[src/rtl/pipe_adder.sv]
// Pipelined WIDTH-bit adder/subtractor. Each stage resolves one CW-bit slice
// and hands its carry, the resolved low sum bits and the still-unresolved
// upper operand bits to the next stage. The pipe stalls globally when the
// output holds a beat that downstream has not taken.
`timescale 1ns/1ps

module pipe_adder #(
    parameter int unsigned WIDTH  = 32,
    parameter int unsigned STAGES = 4   // WIDTH must be a multiple of STAGES
) (
    input  logic             clk,
    input  logic             rst,
    input  logic             in_valid,
    output logic             in_ready,
    input  logic [WIDTH-1:0] in_a,
    input  logic [WIDTH-1:0] in_b,
    input  logic             in_cin,
    input  logic             in_sub,
    output logic             out_valid,
    input  logic             out_ready,
    output logic [WIDTH-1:0] out_sum,
    output logic             out_cout,
    output logic             out_ovf
);

    localparam int unsigned CW = WIDTH / STAGES;

    logic             advance;
    logic [WIDTH-1:0] b_eff;

    // Subtract is A + ~B + 1; the forced carry-in is applied at slice 0.
    assign b_eff = in_sub ? ~in_b : in_b;

    genvar k;
    generate
        for (k = 0; k < STAGES; k++) begin : g_stage
            localparam int unsigned LO    = k * CW;          // first bit resolved here
            localparam int unsigned RW_IN = WIDTH - LO;      // unresolved bits entering
            localparam int unsigned DONE  = LO + CW;         // resolved bits leaving
            localparam bit          LAST  = (k == STAGES - 1);
            // The last stage only keeps the operand MSBs, needed for overflow.
            localparam int unsigned AW    = LAST ? 1 : RW_IN - CW;

            logic [RW_IN-1:0] src_a;
            logic [RW_IN-1:0] src_bx;
            logic             src_c;
            logic             src_v;
            logic [CW:0]      slice;
            logic [DONE-1:0]  sum_d;
            logic [DONE-1:0]  sum_q;
            logic [AW-1:0]    a_d;
            logic [AW-1:0]    bx_d;
            logic [AW-1:0]    a_q;
            logic [AW-1:0]    bx_q;
            logic             valid_q;
            logic             carry_q;

            if (k == 0) begin : g_first
                assign src_a  = in_a;
                assign src_bx = b_eff;
                assign src_c  = in_sub | in_cin;
                assign src_v  = in_valid;
                assign sum_d  = slice[CW-1:0];
            end else begin : g_next
                assign src_a  = g_stage[k-1].a_q;
                assign src_bx = g_stage[k-1].bx_q;
                assign src_c  = g_stage[k-1].carry_q;
                assign src_v  = g_stage[k-1].valid_q;
                assign sum_d  = {slice[CW-1:0], g_stage[k-1].sum_q};
            end

            if (LAST) begin : g_msb
                assign a_d  = src_a[RW_IN-1];
                assign bx_d = src_bx[RW_IN-1];
            end else begin : g_rest
                assign a_d  = src_a[RW_IN-1:CW];
                assign bx_d = src_bx[RW_IN-1:CW];
            end

            assign slice = {1'b0, src_a[CW-1:0]} + {1'b0, src_bx[CW-1:0]}
                         + {{CW{1'b0}}, src_c};

            // Stage register: loads only on advance, so a stall freezes the whole pipe.
            always_ff @(posedge clk) begin
                if (rst) begin
                    valid_q <= 1'b0;
                    carry_q <= 1'b0;
                    sum_q   <= '0;
                    a_q     <= '0;
                    bx_q    <= '0;
                end else if (advance) begin
                    valid_q <= src_v;
                    carry_q <= slice[CW];
                    sum_q   <= sum_d;
                    a_q     <= a_d;
                    bx_q    <= bx_d;
                end
            end
        end
    endgenerate

    assign out_valid = g_stage[STAGES-1].valid_q;
    assign out_sum   = g_stage[STAGES-1].sum_q;
    assign out_cout  = g_stage[STAGES-1].carry_q;
    // Signed overflow: operands agree in sign but the result does not.
    assign out_ovf   = (g_stage[STAGES-1].a_q[0] == g_stage[STAGES-1].bx_q[0])
                    && (g_stage[STAGES-1].sum_q[WIDTH-1] != g_stage[STAGES-1].a_q[0]);

    assign advance  = !out_valid || out_ready;
    assign in_ready = advance;

endmodule

[config.mk]
export PLATFORM = sky130hd
export DESIGN_NAME = pipe_adder
export DESIGN_NICKNAME = d
export VERILOG_FILES = /design/src/rtl/pipe_adder.sv
export SDC_FILE = /design/constraint.sdc
export NUM_CORES = 1
export LEC_CHECK = 0
export ABC_AREA = 1
export BUFFER_PORTS_ARGS = -buffer_cell sky130_fd_sc_hd__buf_2
export CAP_MARGIN = 20
export CELL_PAD_IN_SITES_DETAIL_PLACEMENT = 0
export CELL_PAD_IN_SITES_GLOBAL_PLACEMENT = 2
export CORE_MARGIN = 2
export CORE_UTILIZATION = 28
export DETAILED_ROUTE_END_ITERATION = 12
export GPL_TIMING_DRIVEN = 0
export PLACE_DENSITY_LB_ADDON = 0.05
export SETUP_SLACK_MARGIN = 0.2
export SYNTH_ARGS = -nofsm -noshare
export SYNTH_HDL_FRONTEND = slang
export SYNTH_SLANG_ARGS = --single-unit
[constraint.sdc]
create_clock -name clk -period 4.6 [get_ports clk]
set_clock_uncertainty 0.2 [all_clocks]
set_input_delay 0.23 -clock clk [delete_from_list [all_inputs] [get_ports clk]]
set_output_delay 0.23 -clock clk [all_outputs]
set_load 0.005 [all_outputs]
==> flow_summary.toml, run 1 <==
[floorplanning]
core_sq_um = 28600
fp.dieH_um = 174
num_rows = 62
io_pins = 106
initial_core_util_pct = 28.3
die_area_sq_um = 30300
die_x_um = 174

[power]
p_switching_mw = 1.10
power_frac_comb_pct = 13.3
power_leakage_nw = 5.12
peakVddDrop_v = 0.000225
internal_power_mw = 2.69
powerDensity_nw_per_um2 = 371
p_seq_share_pct = 48.0
p_sw_share_pct = 28.9
power_frac_clock_pct = 38.7

[timing]
worst_pin_slew_ns = 0.779
hold_viol_final = 0
max_slew_margin_pct = 48.1
slew_violations = 0
setup_violations = 0
max_freq_mhz = 458
setup_tns_ns = 0
rsz0062_at_grt = "no"
fin_crit_ns = 2.19
post-route-period-util_pct = 47.5

[synth]
synth_cell_types = 24
syn-num-nets = 1168
seq_area_frac_synth_pct = 45.9
synth_flop_cell = "dfxtp_1"
yosys.area.top_type = "dfxtp_1"
syn_area_per_cell_sq_um = 7.63
syn_area_sq_um = 8110
synth_common_cells = "268 x nor2_1, 186 x dfxtp_1, 177 x o21ai_0, 94 x nand2_1, 74 x inv_1"
ys_ff_latch = 186
syn_inst = 1062
ys_warn_count = 0
yosysMostFrequentCell = "nor2_1"
async_flop_share_pct = 0
synth_top_area_share_pct = 45.9
synth_edf_count = 0
ys_top_cells_by_area = "dfxtp_1 46%, nor2_1 12%, o21ai_0 11%, nand2_1 4.4%, ha_1 4.3%"

[place]
dp_hpwl_um = 17700
port_buffers = 104
place.gp.congestion = 0.764

[global_routing]
grt_first_pass_wirelength_um = 38600
antenna_found_initial = 0
overflow = 0
groute.usage.overall_pct = 16.5
grt_pass1_vias = 6843
grt_max_degree = 20

[clock_network]
numCtsBuffers = 17
cts_sinks = 186
cts_tree = "done"
clk_pin_slew_ns = 0.08
cts_resized = 0
max-clock-path-buffers = 2
ctsHtreeMaxLevel = 4
clockRootBuffer = "clkbuf_16"
clock_latency_ns = 0.43

[setup_path]
cp_max_fo = 10
r2r_cells = 9
cp-end-kind = "primary output"
path_class = "flip-flop to primary output"
r2r-start = "g_stage[2].a_q[0]"
arrival_ns = 1.76
cp-start-kind = "flip-flop"
worstPathRequired_ns = 4.17
crit_start = "out_valid"

[finish]
drive_above_1_share_pct = 14.3
insertedDiodeCount = 0
fin_nets = 1344
utilization_pct = 35.7
area_growth_pct = 26.1

[min_path]
min_from = "in_a[7]"
hold_class = "primary input to flip-flop"
hold-path-cell-count = 4

[drt]
drc = 0
wire_per_inst_um = 14.9
drtPass1Iterations = 4
via_count = 6945
drtIter0Drc = 314
wl_um = 24400
avgViaCountPerCell = 4.25
route.antenna.remaining_nets = 0

[outcome]
outcome = "finished clean"

[job]
maxCapViolCount = 0
==> flip-flops by register name, summed over array words and instances, names as in the netlist <==
register,cells
g_stage.a_q,49
g_stage.bx_q,49
g_stage.sum_q,48
out_sum,32
g_stage.carry_q,3
g_stage.valid_q,3
out_cout,1
out_valid,1
==> final timing paths <==
| kind | slack (ns) | end |
|---|---|---|
| max | 2.41 | in_ready |
| min | 0.02 | g_stage[0].carry_q |
| max reg2reg | 2.48 | out_sum[28] |
| min reg2reg | 0.25 | g_stage[1].bx_q[14] |
==> critical path, stage by stage, from the launching register on <==
cell and delay [ns]:
dfxtp_1 0.33, inv_1 0.06, nor2_2 0.04, inv_2 0.05
buf_4 0.18, clkbuf_1 0.44, buf_2 0.21
==> per-stage QoR <==
stage	cell area, sq um	power, mW	hold WS (ns)	cells	setup WS (ns)
CTS	10200	3.85	0.00779	1635	2.40
floorplan	8110	2.14	0.0991	1062	2.28
global placement	9110	2.33	0.232	1550	1.99
detailed placement	9110	2.33	0.235	1550	1.98
global route	10200	4.01	0.0497	1635	2.25
finish	10200	3.79	0.0153	1635	2.41
==> metal layers <==
metal / GRT usage [%] / up-vias / share of wire (%)
met5: 0 / - / 0
li1: - / 3759 / -
met1: 24.6 / 3075 / 54
met2: 25.0 / 99 / 42
met4: 3.89 / 0 / 0.78
met3: 2.21 / 12 / 3.1
==> power by group through the flow <==
stage / combinational [mW] / sequential (mW) / clock [mW]
after global placement: 0.470 / 1.86 / 0
after detailed placement: 0.473 / 1.86 / 0
after floorplan: 0.310 / 1.83 / 0
after CTS: 0.512 / 1.82 / 1.52
final: 0.503 / 1.82 / 1.47
after global routing: 0.581 / 1.84 / 1.60
==> cell usage in the layout, fill, tap and decap left out, types with 9 or more instances in the layout <==
cell type      Yosys  layout
xor2_1            14      14
nand2_1           94      94
buf_2             20     124
o21ai_0          177     177
a21oi_1           49      49
inv_1             74      74
dlygate4sd3_1      0      53
clkbuf_1          34      34
or2_2              9       9
clkbuf_16          0      17
nor2_1           268     268
xnor2_1           30      30
ha_1              28      28
dfxtp_1          186     186
nand3_1           36      36
==> kinds of logic (layout without fill, tap and decap cells) <==
| logic type | after synthesis | in the layout | synth area share (%) |
|---|---|---|---|
| AOI/OAI and AO/OA | 238 | 238 | 14.9 |
| xor gates and xnor gates | 44 | 44 | 4.75 |
| and+or+nand+nor | 417 | 417 | 20.6 |
| DFF | 186 | 186 | 45.9 |
| buffers and inverters | 141 | 330 | 7.53 |
| adders and majority gates | 36 | 36 | 6.30 |
==> layout make-up <==
class | count | area, sq um
clock buffer | 17 | 425
sequential | 186 | 3720
tap | 384 | 480
fill | 3131 | 18400
inverter | 76 | 285
buffer | 65 | 325
clock inverter | 15 | 156
timing repair buffer | 157 | 1050
multi-input combinational | 735 | 3770
==> repair_timing <==
action / CTS / global route
buffers inserted: 0 / 0
hold buffers: 53 / 0
hold endpoints to repair: 50 / 0
No activity file was read; power rests on OpenSTA's default activity.
==> run 2: changes to the inputs <==
==> constraint.sdc (replaced) <==
create_clock -name clk -period 1.9 [get_ports clk]
set_clock_uncertainty 0.2 [all_clocks]
set_input_delay 0.095 -clock clk [delete_from_list [all_inputs] [get_ports clk]]
set_output_delay 0.095 -clock clk [all_outputs]
set_load 0.005 [all_outputs]
==> flow_summary.toml, run 2 (synthesis results as in run 1) <==
[timing]
setup_violations = 7
slew_violations = 0
worst_pin_slew_ns = 0.652
max_freq_mhz = 499
max_slew_margin_pct = 56.5
worst_slack_ns = -0.104
rsz0062_at_grt = "yes"
post-route-period-util_pct = 105
fin_hold_ws_ns = -0.0156
fin_crit_ns = 2.00
hold_viol_final = 1

[finish]
stdcell_count = 1661
top_regs = "g_stage.a_q (49), g_stage.bx_q (49), g_stage.sum_q (48)"
multi_input_area_sq_um = 4080
nFillCells = 3105
final_common_cell = "nor2_1"
drive_above_1_share_pct = 22.9
fin_nets = 1370
area_growth_pct = 34.5
regArea_sq_um = 3740
mostFrequentLayoutCells = "268 x nor2_1, 175 x dfxtp_1, 166 x o21ai_0, 121 x buf_2, 74 x nand2_1"
insertedDiodeCount = 0

[power]
p_sw_share_pct = 28.8
peakVddDrop_v = 0.000520
power_frac_comb_pct = 15.1
power_frac_clock_pct = 37.7
internal_power_mw = 6.66
powerDensity_nw_per_um2 = 858
power_leakage_nw = 5.39
p_switching_mw = 2.69
p_seq_share_pct = 47.2

[outcome]
failed_checks = "hold timing, setup timing"
outcome = "finished with violations"

[job]
maxCapViolCount = 0

[place]
place_inst = 1550
port_buffers = 104
place.gp.congestion = 0.767
place_ws_ns = -0.405
dp_hpwl_um = 17700

[drt]
dr_wl_met2_um = 10700
drc = 0
drtPass1Iterations = 4
avgViaCountPerCell = 4.28
drtIter0Drc = 305
top_layer = "met4"
route.antenna.remaining_nets = 0
wl_met3_um = 802
wire_per_inst_um = 15.2
wl_um = 25200
wl_met1_um = 13400
via_count = 7103

[floorplanning]
io_pins = 106
initial_core_util_pct = 28.3
die_x_um = 174
core_sq_um = 28600
fp.dieH_um = 174
die_area_sq_um = 30300
num_rows = 62

[setup_path]
cp-start-kind = "flip-flop"
cp-end-kind = "flip-flop"
arrival_ns = 2.13
crit_family = "adder cells"
critPathMaxStageDelay_ns = 0.40
cp_common_cell = "nand2_2"
worstPathRequired_ns = 2.03
path_cells = "fa_2 > fa_2 > nand2_2 > nand2_2 > buf_4 > nand2_2 > xnor2_2 > o21bai_1 > inv_1"
cp_max_fo = 2
path_buf_inv = 2
cpMaxStageDelayCell = "fa_2"
path_class = "flip-flop to flip-flop"

[global_routing]
grt_first_pass_wirelength_um = 38800
antenna_found_initial = 0
groute.usage.overall_pct = 16.7
grt_pass1_vias = 6832
overflow = 0
grt_max_degree = 19

[clock_network]
clk_pin_slew_ns = 0.07
hold_buffers = 56
cts_sinks = 186
clockRootBuffer = "clkbuf_16"
ctsHtreeMaxLevel = 4
numCtsBuffers = 17
max-clock-path-buffers = 2
cts_tree = "done"
clock_latency_ns = 0.44

[min_path]
hold_class = "primary input to flip-flop"
## run 2: area by class of cell
cell class	count	area share, %
Clock buffer	18	4.03
Buffer	64	4.03
Clock inverter	14	1.17
Multi-Input combinational cell	735	37.4
Sequential cell	186	34.3
Inverter	76	2.64
Timing Repair Buffer	184	12.0
Tap cell	384	4.41
## run 2: final timing paths
path                            start              endpoint  slack (ns)  depth (start not counted)
hold reg to reg   g_stage[0].bx_q[22]   g_stage[1].bx_q[14]        0.25                          2
setup reg to reg   g_stage[1].bx_q[0]  g_stage[2].sum_q[20]       -0.10                          9
setup / recovery   g_stage[1].bx_q[0]  g_stage[2].sum_q[20]       -0.10                          9
hold / removal                in_b[1]   g_stage[0].sum_q[1]       -0.02                          4
## run 2: per-layer routing
| layer | track usage [%] | vias up |
|---|---|---|
| met5 | 0 | - |
| met4 | 4.24 | 0 |
| met3 | 2.08 | 18 |
| met2 | 25.3 | 117 |
| met1 | 24.9 | 3145 |
| li1 | - | 3823 |
## run 2: power by group through the flow
stage,registers (mW),clock network [mW],logic [mW]
floorplan,4.42,0,0.759
global placement,4.50,0,1.15
detailed placement,4.50,0,1.16
CTS,4.41,3.64,1.33
global route,4.46,3.79,1.60
finish,4.41,3.53,1.41
## run 2: worst reg2reg max path, cell delays in order (launching register included)
cell and delay, ns:
dfxtp_2 0.33, fa_2 0.40, fa_2 0.38, nand2_2 0.07, nand2_2 0.06, buf_4 0.13
nand2_2 0.07, xnor2_2 0.09, o21bai_1 0.13, inv_1 0.05
## run 2: repair_timing
item,CTS,global route
buffers inserted,13,9
gates resized for setup,52,83
endpoints found under the hold margin,53,1
gates cloned,1,1
setup endpoints to repair,75,104
pin swaps,20,36
## run 2: metrics by stage
stage	cell area [sq um]	utilization [%]	hold slack, ns	total power [mW]	TNS (ns)
after global routing	10900	38.1	-0.00109	9.84	-1.19
after CTS	10500	36.8	-0.0568	9.38	-0.344
final	10900	38.1	-0.0156	9.35	-0.464
after floorplan	8150	-	-0.0359	5.18	-0.298
after global placement	9150	32.0	0.107	5.65	-1.60
after detailed placement	9150	32.0	0.108	5.66	-1.66
==> run 3: changes to the inputs <==
--- a/config.mk
+++ b/config.mk
@@ -5,7 +5,6 @@
 export SDC_FILE = /design/constraint.sdc
 export NUM_CORES = 1
 export LEC_CHECK = 0
-export ABC_AREA = 1
 export BUFFER_PORTS_ARGS = -buffer_cell sky130_fd_sc_hd__buf_2
 export CAP_MARGIN = 20
 export CELL_PAD_IN_SITES_DETAIL_PLACEMENT = 0
==> flow_summary.toml, run 3 <==
[synth]
synth_flop_cell = "dfxtp_1"
synth_common_cells = "278 x nand2_1, 186 x dfxtp_1, 157 x a21oi_1, 38 x nor2_1, 36 x a211oi_1"
yosys.area.top_type = "dfxtp_1"
syn_area_per_cell_sq_um = 8.33
ys_warn_count = 0
synth_cell_types = 44
syn_inst = 950
async_flop_share_pct = 0
synth_top_area_share_pct = 47.0
syn_area_sq_um = 7920
ys_ff_latch = 186
ys_top_cells_by_area = "dfxtp_1 47%, nand2_1 13%, a21oi_1 9.9%, ha_1 4.4%, xnor2_1 3.8%"
seq_area_frac_synth_pct = 47.0
yosysMostFrequentCell = "nand2_1"
syn-num-nets = 1056
synth_edf_count = 0

[global_routing]
grt_pass1_vias = 6544
grt_max_degree = 19
overflow = 0
grt_first_pass_wirelength_um = 39300
groute.usage.overall_pct = 18.1
antenna_found_initial = 0

[finish]
drive_above_1_share_pct = 23.3
stdcell_count = 1538
final_common_cell = "nand2_1"
area_growth_pct = 34.7
mostFrequentLayoutCells = "275 x nand2_1, 180 x dfxtp_1, 147 x a21oi_1, 114 x buf_2, 53 x dlygate4sd3_1"
insertedDiodeCount = 0
nFillCells = 3049
fin_nets = 1253
top_regs = "g_stage.a_q (49), g_stage.bx_q (49), g_stage.sum_q (48)"

[timing]
setup_violations = 11
fin_hold_ws_ns = -0.0471
post-route-period-util_pct = 118
rsz0062_at_grt = "yes"
hold_viol_final = 1
worst_pin_slew_ns = 0.919
max_freq_mhz = 446
slew_violations = 0
setup_tns_ns = -2.84
fin_crit_ns = 2.24
worst_slack_ns = -0.344
max_slew_margin_pct = 38.7

[setup_path]
endpoint = "out_cout"
r2r-start = "g_stage[2].carry_q"
reg2reg_slack_ns = -0.34
cp_max_fo = 2
critPathMaxStageDelay_ns = 0.40
crit_start = "g_stage[2].carry_q"
cp-start-kind = "flip-flop"
crit_family = "adder cells"
cp-end-kind = "flip-flop"
path_buf_inv = 0
path_class = "flip-flop to flip-flop"
rr_endpoint = "out_cout"
r2r_cells = 6
arrival_ns = 2.32
cp.depth = 6
cp_common_cell = "fa_2"
path_cells = "fa_2 > fa_2 > a21o_1 > a221oi_2 > nand3b_1 > a211oi_1"
worstPathRequired_ns = 1.98
cpMaxStageDelayCell = "fa_2"

[clock_network]
clk_pin_slew_ns = 0.07
clock_latency_ns = 0.44
hold_buffers = 54
clockRootBuffer = "clkbuf_16"
cts_sinks = 186
cts_tree = "done"
ctsHtreeMaxLevel = 4
max-clock-path-buffers = 2
numCtsBuffers = 17

[outcome]
failed_checks = "hold timing, setup timing"
outcome = "finished with violations"

[drt]
drtIter0Drc = 297
drc = 0
avgViaCountPerCell = 4.52
drtPass1Iterations = 5
via_count = 6952
route.antenna.remaining_nets = 0
wire_per_inst_um = 16.9
wl_um = 26000

[floorplanning]
core_sq_um = 27800
die_area_sq_um = 29600
initial_core_util_pct = 28.5
io_pins = 106
fp.dieH_um = 172
num_rows = 61
die_x_um = 172

[min_path]
hold_class = "primary input to flip-flop"

[place]
place.gp.congestion = 0.746
place_inst = 1431
place_ws_ns = -0.579
port_buffers = 103
dp_hpwl_um = 18400

[power]
peakVddDrop_v = 0.000569
power_leakage_nw = 4.42
powerDensity_nw_per_um2 = 849

[job]
maxCapViolCount = 0
-- run 3: cell types whose count changed after synthesis, moves of 16 or more --
cell      delta
nand3_1     -35
nand2_1    +184
buf_1       +16
inv_1       -64
nor2_1     -230
o21ai_0    -169
a21oi_1    +108
a211oi_1    +32
-- run 3: stage by stage --
stage	cell area (sq um)	hold WS, ns	util [%]	power, mW
after floorplan	8000	0.0279	-	5.03
after global placement	8990	0.138	32.3	5.43
final	10700	-0.0471	38.4	9.05
after detailed placement	8990	0.142	32.3	5.43
after global routing	10700	-0.0192	38.4	9.47
after CTS	10400	-0.0561	37.4	9.13
-- run 3: power by group --
group	total, mW	leakage, nW	switching, mW	internal [mW]
combinational	1.19	2.61	0.605	0.584
sequential	4.32	1.53	0.165	4.16
clock	3.54	0.281	1.76	1.78
total	9.05	4.42	2.53	6.52
-- run 3: kinds of logic (layout without fill, tap and decap cells) --
kind of cell / Yosys count / in the layout / share of synthesized area (%)
and+or+nand+nor: 354 / 354 / 18.3
xor gates and xnor gates: 46 / 46 / 5.09
muxes: 7 / 7 / 0.996
AOI/OAI and AO/OA: 244 / 244 / 18.2
adders and majority gates: 36 / 36 / 6.45
buffers and inverters: 77 / 287 / 3.92
DFF: 186 / 186 / 47.0
-- run 3: per-layer routing --
metal  vias to the layer above  wire length (um)  track usage, %
li1                       3602                 -               -
met1                      3210             13000            25.3
met2                       118             11900            29.1
met3                        22               803            2.77
met4                         0               329            4.46
met5                         -                 0               0
-- run 3: worst min path at each step --
stage	start	end	slack, ns	cells past startpoint
after detailed placement	in_a[8]	g_stage[0].a_q[0]	0.14	3
after CTS	in_a[5]	g_stage[0].sum_q[5]	-0.06	3
after global routing	in_a[5]	g_stage[0].sum_q[5]	-0.02	3
after global placement	in_a[8]	g_stage[0].a_q[0]	0.14	3
final	in_a[5]	g_stage[0].sum_q[5]	-0.05	3
after floorplan	in_a[8]	g_stage[0].a_q[0]	0.03	2
-- run 3: timing repair --
item | in CTS | in global routing
pin swaps | 25 | 17
cloned | 0 | 1
hold endpoints to repair | 53 | 1
gates resized for setup | 75 | 40
setup buffers | 10 | 11
endpoints found under the setup margin | 187 | 87
-- run 3: final cells by class --
| class | instances | area (sq um) | share of cell area [%] |
|---|---|---|---|
| multi-input cells | 687 | 4180 | 39.2 |
| flip-flops and latches | 186 | 3730 | 35.0 |
| repair buffers | 178 | 1250 | 11.7 |
| well taps | 378 | 473 | 4.44 |
| clock buffers | 19 | 443 | 4.15 |
| plain buffers | 66 | 415 | 3.90 |
| clock inverters | 13 | 120 | 1.13 |
| inverters | 11 | 43.8 | 0.411 |
-- run 3: tightest hold or removal path, delay by kind of cell --
family	cells	cell delay, ns
AO/OA/AOI/OAI	1	0.13
buffers and inverters	1	0.08
adder cells (fa/ha/maj)	1	0.23
